$ cat config.mk
export PLATFORM = sky130hd
export DESIGN_NAME = rom_burst_reader
export DESIGN_NICKNAME = d
export VERILOG_FILES = /design/src/rtl/rom_rd_pkg.sv /design/src/rtl/rom_rsp_fifo.sv /design/src/rtl/rom_burst_reader.sv
export SDC_FILE = /design/constraint.sdc
export NUM_CORES = 1
export LEC_CHECK = 0
export CAP_MARGIN = 0
export CORE_ASPECT_RATIO = 1.2
export CORE_UTILIZATION = 30
export CTS_BUF_LIST = sky130_fd_sc_hd__clkbuf_4 sky130_fd_sc_hd__clkbuf_8 sky130_fd_sc_hd__clkbuf_16
export DETAILED_ROUTE_END_ITERATION = 10
export PLACE_DENSITY = 0.6
export REMOVE_ABC_BUFFERS = 1
export SLEW_MARGIN = 20
export SYNTH_ARGS = -nofsm -noshare
export SYNTH_HDL_FRONTEND = slang
export SYNTH_HIERARCHICAL = 1
export SYNTH_SLANG_ARGS = --single-unit
$ cat constraint.sdc
create_clock -name clk -period 2.03 [get_ports clk]
set_input_delay 0.609 -clock clk [delete_from_list [all_inputs] [get_ports clk]]
set_output_delay 0.609 -clock clk [all_outputs]
set_load 0.02 [all_outputs]
$ cat src/rtl/rom_rd_pkg.sv
// Shared types and constants for the boot-ROM burst reader.
package rom_rd_pkg;

    // Controller states.
    typedef enum logic {
        IDLE  = 1'b0,
        ISSUE = 1'b1
    } state_e;

    // Response buffer depth: covers one word in flight from the ROM plus two
    // buffered words, so a full-rate stream never has to stall on credit.
    localparam int RSP_DEPTH = 3;
    localparam int RSP_CNT_W = 2;

    // Response entry layout for the default 32-bit ROM. The top builds a
    // parameterised entry with the same field order for other widths.
    typedef struct packed {
        logic [31:0] data;
        logic        last;
    } rsp_entry_t;

endpackage

$ cat src/rtl/rom_rsp_fifo.sv
// Three-entry synchronous FIFO buffering ROM words on their way to the consumer.
module rom_rsp_fifo
    import rom_rd_pkg::*;
#(
    parameter int WIDTH = 33
) (
    input  logic                 clk,
    input  logic                 rst_n,
    input  logic                 push_i,
    input  logic [WIDTH-1:0]     wdata_i,
    input  logic                 pop_i,
    output logic [WIDTH-1:0]     rdata_o,
    output logic [RSP_CNT_W-1:0] count_o,
    output logic                 empty_o,
    output logic                 full_o
);

    logic [WIDTH-1:0]     mem_q [RSP_DEPTH];
    logic [RSP_CNT_W-1:0] wr_ptr_q, wr_ptr_d;
    logic [RSP_CNT_W-1:0] rd_ptr_q, rd_ptr_d;
    logic [RSP_CNT_W-1:0] count_q, count_d;
    logic                 do_pop;

    function automatic logic [RSP_CNT_W-1:0] ptr_inc(input logic [RSP_CNT_W-1:0] p);
        return (p == RSP_CNT_W'(RSP_DEPTH - 1)) ? '0 : p + RSP_CNT_W'(1);
    endfunction

    assign empty_o = (count_q == '0);
    assign full_o  = (count_q == RSP_CNT_W'(RSP_DEPTH));
    assign count_o = count_q;
    assign rdata_o = mem_q[rd_ptr_q];
    assign do_pop  = pop_i & ~empty_o;

    // Pointer and occupancy next-state; push and pop together leave count unchanged.
    always_comb begin
        wr_ptr_d = wr_ptr_q;
        rd_ptr_d = rd_ptr_q;
        count_d  = count_q;
        if (push_i) wr_ptr_d = ptr_inc(wr_ptr_q);
        if (do_pop) rd_ptr_d = ptr_inc(rd_ptr_q);
        case ({push_i, do_pop})
            2'b10:   count_d = count_q + RSP_CNT_W'(1);
            2'b01:   count_d = count_q - RSP_CNT_W'(1);
            default: count_d = count_q;
        endcase
    end

    // Pointer and occupancy registers.
    always_ff @(posedge clk or negedge rst_n) begin
        if (!rst_n) begin
            wr_ptr_q <= '0;
            rd_ptr_q <= '0;
            count_q  <= '0;
        end else begin
            wr_ptr_q <= wr_ptr_d;
            rd_ptr_q <= rd_ptr_d;
            count_q  <= count_d;
        end
    end

    // Storage; cleared on reset so the head reads as zero while empty.
    always_ff @(posedge clk or negedge rst_n) begin
        if (!rst_n) begin
            for (int i = 0; i < RSP_DEPTH; i++) mem_q[i] <= '0;
        end else if (push_i) begin
            mem_q[wr_ptr_q] <= wdata_i;
        end
    end

endmodule

$ cat src/rtl/rom_burst_reader.sv
// Burst read controller in front of the single-port boot ROM.
//
//   state | meaning
//   IDLE  | waiting for a burst request; req_ready high
//   ISSUE | one ROM read per cycle while credit allows; back to IDLE after the last
module rom_burst_reader
    import rom_rd_pkg::*;
#(
    parameter int ADDR_WIDTH = 8,
    parameter int DATA_WIDTH = 32,
    parameter int LEN_WIDTH  = 4
) (
    input  logic                  clk,
    input  logic                  resetn,
    input  logic                  req_valid,
    output logic                  req_ready,
    input  logic [ADDR_WIDTH-1:0] req_addr,
    input  logic [LEN_WIDTH-1:0]  req_len,
    output logic                  rsp_valid,
    input  logic                  rsp_ready,
    output logic [DATA_WIDTH-1:0] rsp_data,
    output logic                  rsp_last,
    output logic                  rom_ce,
    output logic [ADDR_WIDTH-1:0] rom_addr,
    input  logic [DATA_WIDTH-1:0] rom_dout,
    output logic                  busy
);

    typedef struct packed {
        logic [DATA_WIDTH-1:0] data;
        logic                  last;
    } entry_t;

    state_e                state_q, state_d;
    logic [ADDR_WIDTH-1:0] addr_q, addr_d;
    logic [LEN_WIDTH-1:0]  beats_q, beats_d;
    logic [ADDR_WIDTH-1:0] rom_addr_q;
    logic                  inflight_q;
    logic                  inflight_last_q;
    logic                  issue;
    logic                  issue_last;
    logic                  credit_ok;

    entry_t                fifo_wdata;
    entry_t                fifo_head;
    logic [RSP_CNT_W-1:0]  fifo_count;
    logic                  fifo_empty;
    logic                  fifo_full;
    logic                  fifo_pop;

    // Outstanding words are those buffered plus the one the ROM is returning.
    // A pop in the same cycle is deliberately not counted as free space.
    assign credit_ok = ({1'b0, fifo_count} + {2'b00, inflight_q}) < 3'(RSP_DEPTH);

    // Next-state, address/beat bookkeeping and ROM issue decision.
    always_comb begin
        state_d    = state_q;
        addr_d     = addr_q;
        beats_d    = beats_q;
        req_ready  = 1'b0;
        issue      = 1'b0;
        issue_last = 1'b0;
        case (state_q)
            IDLE: begin
                req_ready = 1'b1;
                if (req_valid) begin
                    addr_d  = req_addr;
                    beats_d = req_len;
                    state_d = ISSUE;
                end
            end
            ISSUE: begin
                if (credit_ok) begin
                    issue   = 1'b1;
                    addr_d  = addr_q + ADDR_WIDTH'(1);
                    beats_d = beats_q - LEN_WIDTH'(1);
                    if (beats_q == '0) begin
                        issue_last = 1'b1;
                        state_d    = IDLE;
                    end
                end
            end
            default: state_d = IDLE;
        endcase
    end

    // Controller registers; reset discards any burst in progress.
    always_ff @(posedge clk or negedge resetn) begin
        if (!resetn) begin
            state_q         <= IDLE;
            addr_q          <= '0;
            beats_q         <= '0;
            rom_addr_q      <= '0;
            inflight_q      <= 1'b0;
            inflight_last_q <= 1'b0;
        end else begin
            state_q         <= state_d;
            addr_q          <= addr_d;
            beats_q         <= beats_d;
            inflight_q      <= issue;
            inflight_last_q <= issue_last;
            if (issue) rom_addr_q <= addr_q;
        end
    end

    // rom_addr follows the issuing address and holds it between issues.
    assign rom_ce   = issue;
    assign rom_addr = issue ? addr_q : rom_addr_q;

    assign fifo_wdata = '{data: rom_dout, last: inflight_last_q};
    assign fifo_pop   = rsp_valid & rsp_ready;

    rom_rsp_fifo #(
        .WIDTH ($bits(entry_t))
    ) u_rsp_fifo (
        .clk     (clk),
        .rst_n   (resetn),
        .push_i  (inflight_q),
        .wdata_i (fifo_wdata),
        .pop_i   (fifo_pop),
        .rdata_o (fifo_head),
        .count_o (fifo_count),
        .empty_o (fifo_empty),
        .full_o  (fifo_full)
    );

    assign rsp_valid = ~fifo_empty;
    assign rsp_data  = fifo_head.data;
    assign rsp_last  = fifo_head.last;
    assign busy      = (state_q != IDLE) | inflight_q | (fifo_count != '0);

    // The credit rule must keep the buffer from ever overflowing.
    assert property (@(posedge clk) disable iff (!resetn) !(inflight_q && fifo_full))
        else $error("response buffer push while full");

endmodule

==> flow_metrics.py <==
metrics = {
    "job": {
        "maxCapViolations": 0,
    },
    "grt": {
        "grt_max_degree": 70,
        "antenna_found_initial": 1,
        "track_usage_pct": 14.91,
        "grt_pass1_wl_um": 22760,
        "grt_pass1_vias": 4368,
        "gr-total-overflow": 0,
    },
    "logic_synthesis": {
        "syn_area_mm2": 0.005914,
        "synthCells": 457,
        "ys_warn_count": 6,
        "syn_avg_cell_area_um2": 12.94,
    },
    "floorplanning": {
        "dieArea_mm2": 0.02028,
        "start_util_pct": 31.03,
        "ioPinCount": 93,
        "die_y_um": 155.8,
        "std_cell_rows": 55,
        "coreArea_mm2": 0.01906,
        "die_width_um": 130.2,
    },
    "cells_and_area": {
        "area_growth_pct": 44.24,
        "fin_nets": 658,
        "final_cells": 873,
        "antenna_cells": 0,
        "drive_above_1_share_pct": 49.43,
    },
    "detailed_routing": {
        "via_count": 4130,
        "drtAntennaViolNets": 0,
        "drtPass1Iterations": 4,
        "drt_iter0_markers": 112,
        "wirelength_um": 14590,
        "routed_via_density": 4.731,
        "wl_per_cell_um": 16.71,
        "post-route-drc-count": 0,
    },
    "sta": {
        "relSlewSlack_pct": 74.33,
        "fin_crit_sh_pct": 128.0,
        "tightest_slew_ns": 0.3850,
        "rsz0062_at_grt": "true",
        "finalCriticalPeriod_ns": 2.598,
        "drv_slew": 0,
        "fmax_mhz": 384.9,
        "hold_viol": 0,
        "setup_ws_ns": -0.5683,
        "setup_viol": 43,
        "clock_skew_ns": 0.009405,
    },
    "setup_path": {
        "required_ns": 1.42,
        "crit_path_cell_trace": "ha_2, ha_2, and2b_4, nand2_4, mux2_4, buf_6",
        "reg2regPathDepth": 11,
        "cpMaxStageDelayCell": "dfrtp_1",
        "arrival_ns": 1.99,
        "start_kind": "flip-flop",
        "r2r-start": "u_rsp_fifo/count_o[0]",
        "cp_common_cell": "ha_2",
        "end_kind": "output port",
        "rr_endpoint": "addr_q[5]",
        "critPathKind": "flip-flop to output port",
        "rrSetupSlack_ns": 0.04,
        "crit_path_max_fanout": 4,
        "slowest_delay_ns": 0.38,
    },
    "placement": {
        "numPlacedInstances": 815,
        "hpwl_um": 8982,
        "place_ws_ns": -0.6455,
        "portBuffers": 92,
        "globalplace.congestion": 0.8179,
    },
    "pwr": {
        "power_density_mw_per_mm2": 2100,
        "p_leak_nw": 3.818,
        "ir_drop_v": 0.001809,
    },
    "run_status": {
        "status": "finished with violations",
        "violations": "negative setup slack",
    },
    "clocking": {
        "ctsHoldBuffers": 0,
        "clkTransAtPathRegs_ns": 0.06,
        "cts_tree": "yes",
        "numCtsBuffers": 17,
        "worstSkewPairLatency_ns": 0.41,
        "clockBufferDepth": 2,
        "cts_sinks": 128,
        "cts-root-buf": "clkbuf_16",
        "htree_levels": 4,
    },
    "min_path": {
        "hold_class": "input pin to asynchronous set/reset pin",
    },
}
-- critical path, delay by kind of cell, from the launching register on --
| kind | cells | cell delay [ns] |
|---|---|---|
| fa+ha+maj | 2 | 0.34 |
| buf+inv | 1 | 0.13 |
| flops | 1 | 0.38 |
| mux | 1 | 0.32 |
| simple gates | 2 | 0.41 |
-- worst max path at each step --
stage / slack (ns) / startpoint / to / depth (start not counted)
detailed placement: -0.65 / inflight_q / rom_addr[2] / 6
global placement: -0.61 / inflight_q / rom_addr[4] / 6
global route: -0.64 / u_rsp_fifo/count_o[0] / rom_addr[3] / 6
floorplan: -1.20 / u_rsp_fifo/rd_ptr_q[1] / rsp_data[0] / 3
finish: -0.57 / u_rsp_fifo/count_o[0] / rom_addr[1] / 6
CTS: -0.57 / u_rsp_fifo/count_o[0] / rom_addr[2] / 6
-- layout by cell type (no fill, tap or decap), types with 4 or more instances in the layout --
cell type / count
o21ai_0: 5
mux2_2: 70
inv_1: 5
nor2_1: 9
buf_12: 12
ha_1: 4
buf_6: 35
a21oi_1: 9
nand2_2: 13
nand2_4: 9
buf_4: 53
a22oi_1: 5
mux2_4: 37
o21ai_2: 12
clkdlybuf4s50_1: 46
mux2i_1: 32
nand2_1: 18
nor2b_1: 5
o22ai_1: 4
clkinvlp_4: 5
clkbuf_16: 18
dfrtp_1: 127
o21ai_1: 23
a21o_1: 4
-- repair_timing --
action	CTS	global route
gates cloned	3	1
gates resized for setup	344	60
pin swaps	9	19
setup buffers	12	13
endpoints found under the setup margin	45	44
-- report_power, final --
part / switching, mW / internal, mW
Combinational: 4.72 / 5.47
Sequential: 0.797 / 3.90
Clock: 1.14 / 1.91
Total: 6.65 / 11.3
-- final cells by class --
cell class              instances  area (µm²)
clock buffers                  20       466.7
clock inverters                12       133.9
fillers                      1765       10530
inverters                       9       36.28
multi-input cells             296        2796
flip-flops and latches        128        3204
well taps                     256       320.3
repair buffers                152        1573
-- through the flow --
step           hold slack, ns  utilization (%)  setup TNS, ns  total power [mW]  area [µm²]
6_report               0.2042            44.75         -11.37             17.92        8531
5_1_grt                0.2237            44.75         -14.68             18.98        8531
4_1_cts                0.2186            43.30         -12.32             17.30        8253
3_5_place_dp           0.4775            38.81         -12.87             13.18        7397
3_3_place_gp           0.4707            38.81         -12.04             12.92        7397
2_1_floorplan          0.3134                -         -53.89             9.520        5762
-- registers in the layout, indices dropped and copies added, names as in the netlist --
register             flops
u_rsp_fifo/rd_ptr_q      2
addr_q                   8
u_rsp_fifo/mem_q        99
beats_q                  4
rom_addr_q               8
u_rsp_fifo/wr_ptr_q      2
state_q                  1
inflight_last_q          1
inflight_q               1
u_rsp_fifo/count_o       2
-- metal layers --
layer | vias up | GRT usage (%) | wire length, µm
met5 | - | 0 | 0
met4 | 0 | 5.869 | 184
met3 | 17 | 4.904 | 747
met2 | 98 | 25.94 | 7628
met1 | 2093 | 16.61 | 6028
li1 | 1922 | - | -
(Power assumes the default switching activity.)
